## config.mk

```make
export PLATFORM = sky130hd
export DESIGN_NAME = rr_arbiter4_flat
export DESIGN_NICKNAME = d
export VERILOG_FILES = /design/src/rtl/rr_arbiter4_if.sv /design/src/rtl/rr_arbiter4.sv /design/src/flat_wrapper.sv
export SDC_FILE = /design/constraint.sdc
export NUM_CORES = 1
export LEC_CHECK = 0
export ABC_CLOCK_PERIOD_IN_PS = 6610
export CAP_MARGIN = 40
export CORE_UTILIZATION = 25
export CTS_CLUSTER_DIAMETER = 200
export DETAILED_ROUTE_END_ITERATION = 8
export DONT_BUFFER_PORTS = 1
export SLEW_MARGIN = 20
export SYNTH_ARGS = -nofsm -noshare
export SYNTH_HDL_FRONTEND = slang
export SYNTH_SLANG_ARGS = --single-unit
```

## constraint.sdc

```tcl
create_clock -name clk -period 6.61 [get_ports clk]
set_clock_uncertainty 0.05 [all_clocks]
set_input_delay 1.322 -clock clk [delete_from_list [all_inputs] [get_ports clk]]
set_output_delay 1.322 -clock clk [all_outputs]
set_load 0.05 [all_outputs]
```

## src/rtl/rr_arbiter4_if.sv

```systemverilog
// rr_arbiter4_if: request/grant bundle between requesters (master) and the arbiter (slave)
//   req       4  request lines, req[i] asks for grant Di
//   D0..D3    1  registered one-hot grant
//   gnt_valid 1  high when any Di is high
//   lock      1  grant lock, only with RR_ARB_LOCK_EN
interface rr_arbiter4_if;
    logic [3:0] req;
    logic       D0, D1, D2, D3;
    logic       gnt_valid;
`ifdef RR_ARB_LOCK_EN
    logic       lock;
    modport master (output req, lock, input D0, D1, D2, D3, gnt_valid);
    modport slave  (input req, lock, output D0, D1, D2, D3, gnt_valid);
`else
    modport master (output req, input D0, D1, D2, D3, gnt_valid);
    modport slave  (input req, output D0, D1, D2, D3, gnt_valid);
`endif
endinterface

```

## src/rtl/rr_arbiter4.sv

```systemverilog
// rr_arbiter4: 4-requester round-robin arbiter with bounded grant hold
//   clk    rising-edge clock
//   rst_n  asynchronous active-low reset
//   bus    rr_arbiter4_if.slave: req in, D0..D3 / gnt_valid out (lock in with RR_ARB_LOCK_EN)
//   HOLD_CYCLES  max cycles an owner keeps the grant under contention (1..255)
//   Macro RR_ARB_LOCK_EN adds the lock input that suppresses preemption.
module rr_arbiter4 #(
    parameter int HOLD_CYCLES = 4
) (
    input logic         clk,
    input logic         rst_n,
    rr_arbiter4_if.slave bus
);
    typedef enum logic {IDLE, GRANT} state_t;

    localparam logic [7:0] HMAX = 8'(HOLD_CYCLES - 1);

    state_t     state, state_n;
    logic [1:0] g, g_n, ptr, ptr_n;
    logic [7:0] hcnt, hcnt_n;
    logic [3:0] grant;
    logic       valid;
    logic       lk;
    logic [2:0] from_ptr, from_next;
    logic       others;

`ifdef RR_ARB_LOCK_EN
    assign lk = bus.lock;
`else
    assign lk = 1'b0;
`endif

    // {found, index} of the first requester at or after start, modulo 4
    function automatic logic [2:0] search(input logic [3:0] r, input logic [1:0] s);
        logic [2:0] res;
        logic [1:0] i;
        res = '0;
        for (int k = 3; k >= 0; k--) begin
            i = s + 2'(k);
            if (r[i]) res = {1'b1, i};
        end
        return res;
    endfunction

    assign from_ptr  = search(bus.req, ptr);
    assign from_next = search(bus.req, g + 2'd1);
    assign others    = |(bus.req & ~(4'b0001 << g));

    always_comb begin
        state_n = state;
        g_n     = g;
        ptr_n   = ptr;
        hcnt_n  = hcnt;
        if (state == IDLE) begin
            if (|bus.req) begin
                state_n = GRANT;
                g_n     = from_ptr[1:0];
                hcnt_n  = '0;
            end
        end else if (!bus.req[g]) begin
            // release: hand off in the same edge, or fall back to idle
            ptr_n   = g + 2'd1;
            hcnt_n  = '0;
            g_n     = from_next[1:0];
            state_n = from_next[2] ? GRANT : IDLE;
        end else if (hcnt == HMAX && others && !lk) begin
            // others exist so search from g+1 cannot land back on g
            g_n    = from_next[1:0];
            ptr_n  = g + 2'd1;
            hcnt_n = '0;
        end else begin
            hcnt_n = (hcnt == HMAX) ? hcnt : hcnt + 8'd1;
        end
    end

    always_ff @(posedge clk or negedge rst_n) begin
        if (!rst_n) begin
            state <= IDLE;
            g     <= '0;
            ptr   <= '0;
            hcnt  <= '0;
            grant <= '0;
            valid <= 1'b0;
        end else begin
            state <= state_n;
            g     <= g_n;
            ptr   <= ptr_n;
            hcnt  <= hcnt_n;
            grant <= (state_n == GRANT) ? 4'b0001 << g_n : 4'b0000;
            valid <= state_n == GRANT;
        end
    end

    assign bus.D0        = grant[0];
    assign bus.D1        = grant[1];
    assign bus.D2        = grant[2];
    assign bus.D3        = grant[3];
    assign bus.gnt_valid = valid;
endmodule

```

## src/flat_wrapper.sv

```systemverilog
// flat-port wrapper written by rule: the top's interface ports become plain ports
module rr_arbiter4_flat 
#(
    parameter int HOLD_CYCLES = 4
)
  (clk, rst_n, bus_req, bus_D0, bus_D1, bus_D2, bus_D3, bus_gnt_valid);
  rr_arbiter4_if bus_i ();
  input logic clk;
  input logic rst_n;
  input wire logic [$bits(bus_i.req)-1:0] bus_req;
  output wire logic [$bits(bus_i.D0)-1:0] bus_D0;
  output wire logic [$bits(bus_i.D1)-1:0] bus_D1;
  output wire logic [$bits(bus_i.D2)-1:0] bus_D2;
  output wire logic [$bits(bus_i.D3)-1:0] bus_D3;
  output wire logic [$bits(bus_i.gnt_valid)-1:0] bus_gnt_valid;
  assign bus_i.req = bus_req;
  assign bus_D0 = bus_i.D0;
  assign bus_D1 = bus_i.D1;
  assign bus_D2 = bus_i.D2;
  assign bus_D3 = bus_i.D3;
  assign bus_gnt_valid = bus_i.gnt_valid;
  rr_arbiter4 #(.HOLD_CYCLES(HOLD_CYCLES)) u_core (.clk(clk), .rst_n(rst_n), .bus(bus_i));
endmodule
```

Yosys cells after proc, flatten, opt, wreduce, memory -nomap -nowiden
Cells that the tools add are included.
{"block": "op_classes", "reduce_logical": 6, "n_eq_ne": 3, "muxes": 42, "n_shift": 2, "bitwise_logic": 2, "add_sub_neg": 8, "n_lt_le_gt_ge": 9}
{"cell": "$mux 8", "n": 5}
{"cell": "$lt 2x3->1 const B", "n": 9}
{"cell": "$mux 2", "n": 10}
{"cell": "$bmux 1 s2", "n": 9}
{"cell": "$mux 1", "n": 13}
{"cell": "$mux 3", "n": 4}
{"cell": "$add 2x2->2 const B", "n": 4}
{"cell": "$add 8x1->8 const B", "n": 1}
{"cell": "$eq 8x2->1 const B", "n": 1}
{"cell": "$reduce_or 4->1", "n": 2}
{"cell": "$shl 1x2->4 const A", "n": 2}
{"cell": "$add 2x1->2 const B", "n": 3}
{"cell": "$and 4x4->4", "n": 1}
{"cell": "$mux 4", "n": 1}
{"cell": "$ne 4x4->1 const B", "n": 1}
{"cell": "$not 4->4", "n": 1}
{"cell": "$reduce_and 2->1", "n": 2}
{"cell": "$ne 2x2->1 const B", "n": 1}
{"cell": "$reduce_bool 2->1", "n": 1}
{"cell": "$logic_and 1x1->1", "n": 1}
{"block": "word_totals", "reg_bits": 17, "output_inout_bits": 5, "input_bits": 6, "elab_cells": 77}

Logic depth before layout (Yosys ltp)
{"block": "depth", "depth_word": 13, "mapped_depth": 9, "ltp_nobuf": 8}

Worst setup path after synthesis
No wires, ideal clock.
{"block": "synth_timing", "path_kind": "in2reg", "start": "in bus_req[1]", "end": "reg u_core.hcnt[6]", "stages": 7, "slack_ps": 3829, "n_path_buf": 1, "arrival_time_ps": 2603, "setup_ps": 128, "cell_sequence": "clkbuf_1 > mux4_2 > and2_1 > o21ai_2 > nor2b_1 > o21ai_0 > o31ai_1"}
{"block": "synth_between", "elab_chain_cells": 6, "word_cells_on_any_way": 12, "classes_between": "eq/ne (1); mux (5); bitwise (1); reduce/logical (5)"}
{"item": "start: declaration", "line": "flat_wrapper.sv:10", "source": "input wire logic [$bits(bus_i.req)-1:0] bus_req;"}
{"item": "$and 4x4->4", "line": "rr_arbiter4.sv:47", "source": "assign others = |(bus.req & ~(4'b0001 << g));"}
{"item": "$reduce_or 4->1", "line": "rr_arbiter4.sv:47"}
{"item": "$logic_and 1x1->1", "line": "rr_arbiter4.sv:66", "source": "end else if (hcnt == HMAX && others && !lk) begin"}
{"item": "$mux 8", "line": "rr_arbiter4.sv:66"}
{"item": "$mux 8", "line": "rr_arbiter4.sv:60", "source": "end else if (!bus.req[g]) begin"}
{"item": "$mux 8", "line": "rr_arbiter4.sv:54", "source": "if (state == IDLE) begin"}
{"item": "end signal: assignment", "line": "rr_arbiter4.sv:88", "source": "hcnt <= hcnt_n;"}
{"item": "end: declaration", "line": "rr_arbiter4.sv:20", "source": "logic [7:0] hcnt, hcnt_n;"}
Several ways; a longest one is shown, not always the timed one. The select of a mux whose other input is x is not followed.
A chain may end at the register's enable or synchronous reset.

==> impl_metrics.csv <==
group,metric,value,unit
clock_tree,cts_buffers,3,
logic_synthesis,yosys_warnings,0,
sta,min_period_over_period,38.0,%
setup_path,critical_path_class,"reg -> out",
setup_path,cp-end-kind,"output port",
route,first_pass_iters,4,
clock_tree,clk_pin_slew,0.07,ns
logic_synthesis,synthCells,127,
min_path,hp-class,"reg -> reg",
logic_synthesis,ys_ff_latch,17,
job,maxCapViolCount,0,
sta,slew_violations,0,
power_and_ir_drop,total_power,0.000463,W
global_route,grt_max_degree,18,
clock_tree,cts_hold_buffers,0,
sta,fin_setup_tns,0,ns
route,ant_nets,0,
setup_path,crit_fanout,9,
route,totalWireLength,2260,µm
clock_tree,cts.sinks,17,
setup_path,worst_ep_required_time,5.24,ns
global_route,first_global_vias,880,
placed_design,place_congestion,0.810,
clock_tree,htree_levels,1,
logic_synthesis,synth_seq_area_share,37.2,%
cells_and_area,layout_commonest_cell,"o21ai_0",
sta,fmax,399,MHz
logic_synthesis,synth_top_area_share,37.2,%
power_and_ir_drop,leakage,0.519,nW
global_route,antenna_found_initial,0,
route,top_layer,"met4",
sta,slew_headroom,45.7,%
logic_synthesis,syn_area_per_cell,9.00,µm²
logic_synthesis,netlist_area,1140,µm²
cells_and_area,area_growth,6.24,%
setup_path,startpoint_type,"register",
route,wl_met3,79,µm
logic_synthesis,synthesis.nets,138,
sta,rsz0062_at_grt,"false",
route,drc,0,
route,initialDrtViolationCount,35,
logic_synthesis,yosysTopAreaCell,"dfrtp_1",
die,coreArea,4380,µm²
die,start_util,26.1,%
logic_synthesis,netlist-cell-type-count,41,
die,dieArea,4850,µm²
logic_synthesis,synth_edf_count,0,
cells_and_area,drive_gt1_share,12.0,%
route,wl_per_cell,12.8,µm
logic_synthesis,synth.area.top_cells,"dfrtp_1 (37%), o21ai_0 (7.9%), ha_1 (5.5%), nor2_1 (3.6%), nand3_1 (3.1%)",
die,ios,11,
sta,worst_pin_slew,0.815,ns
clock_tree,cts-resized-gates,0,
route,m1WireLength,1060,µm
placed_design,hpwl,1690,µm
sta,setup_viol,0,
route,viasPerCell,5.14,
sta,period_needed,2.51,ns
sta,hold_viol_final,0,
die,fp-row-count,24,
clock_tree,insertion_delay,0.25,ns
global_route,grt_pass1_wl,4130,µm
run_status,status,"complete, no violations",
clock_tree,cts_root_buf,"clkbuf_8",
power_and_ir_drop,pwr_density_cell,381,nW/µm²
placed_design,portBuffers,0,
logic_synthesis,synth_ff_type,"dfrtp_1",
die,die_h,69.6,µm
die,die_w,69.6,µm
route,wl_met2,1110,µm
logic_synthesis,async_reset_ff_share,100,%
cells_and_area,n_antenna_cell,0,
clock_tree,cts_setup_buffers,0,
setup_path,critPathArrivalTime,1.14,ns
global_route,grtUsageTotal,10.4,%
power_and_ir_drop,irDropWorstVdd,120,µV
clock_tree,clk_path_buf_depth,2,
clock_tree,cts_tree,"done",
cells_and_area,finalNetCount,137,
global_route,gr-total-overflow,0,
cells_and_area,layout_common_cells,"o21ai_0 (18), dfrtp_1 (17), nor2_1 (11)",
route,vias,909,
## report_power, final
| part | switching (W) | leakage, nW | internal [W] |
|---|---|---|---|
| clock network | 0.0000378 | 0.0217 | 0.0000424 |
| registers | 0.0000677 | 0.218 | 0.000133 |
| logic | 0.0000978 | 0.279 | 0.0000847 |
| total | 0.000203 | 0.519 | 0.000260 |
## final timing paths
check	start	endpoint	slack, ns	cells after the start
setup / recovery	u_core.state	bus_gnt_valid	4.10	0
hold / removal	u_core.hcnt[7]	u_core.hcnt[7]	0.44	1
setup reg to reg	u_core.hcnt[4]	u_core.grant[0]	4.26	6
hold reg to reg	u_core.hcnt[7]	u_core.hcnt[7]	0.44	1
max in group asynchronous	rst_n	u_core.hcnt[3]	5.73	0
min in group asynchronous	rst_n	u_core.ptr[1]	0.70	0
## logic make-up (layout without fill, tap and decap cells)
| group | count (synthesis) | count (layout) | synth area share (%) |
|---|---|---|---|
| adders and majority gates | 5 | 5 | 5.47 |
| DFF | 17 | 17 | 37.2 |
| buffers and inverters | 12 | 10 | 5.69 |
| muxes | 4 | 4 | 5.80 |
| AOI/OAI and AO/OA | 41 | 41 | 23.2 |
| and+or+nand+nor | 48 | 48 | 22.6 |
## cells in the mapped netlist (2+ instances only)
| cell type | instances |
|---|---|
| nand3_1 | 7 |
| nor2_1 | 11 |
| nand2b_1 | 5 |
| a21oi_1 | 6 |
| o21ai_0 | 18 |
| buf_4 | 3 |
| o31ai_1 | 3 |
| o21ai_2 | 2 |
| inv_1 | 6 |
| ha_1 | 5 |
| o22ai_1 | 3 |
| nand2_1 | 9 |
| dfrtp_1 | 17 |
| nand3b_1 | 2 |
| a32oi_1 | 2 |
| and3_1 | 3 |
## sequential cells by signal, summed over array words and instances, names as in the netlist
| signal | count |
|---|---|
| u_core.ptr | 2 |
| u_core.hcnt | 8 |
| u_core.state | 1 |
| u_core.grant | 4 |
| u_core.g | 2 |
## per-layer routing
layer | up-vias | GRT usage [%]
met5 | - | 0
met4 | 0 | 2.00
met2 | 10 | 18.0
met3 | 2 | 2.62
met1 | 436 | 13.1
li1 | 461 | -
## metrics by stage
stage          util [%]  area (µm²)  instances  hold WS, ns  setup WS, ns
2_1_floorplan         -        1140        127        0.394          3.83
3_3_place_gp       26.6        1170        173        0.417          3.92
3_5_place_dp       26.6        1170        173        0.427          3.90
4_1_cts            27.7        1210        177        0.437          4.08
5_1_grt            27.7        1210        177        0.475          4.00
6_report           27.7        1210        177        0.438          4.10
## final cells by class
class / count / area, µm²
clock buffer: 3 / 41.3
clock inverter: 1 / 7.51
fill: 460 / 3170
inverter: 6 / 22.5
multi-input combinational: 98 / 653
sequential: 17 / 425
tap: 52 / 65.1
No activity file was read; power rests on OpenSTA's default activity.
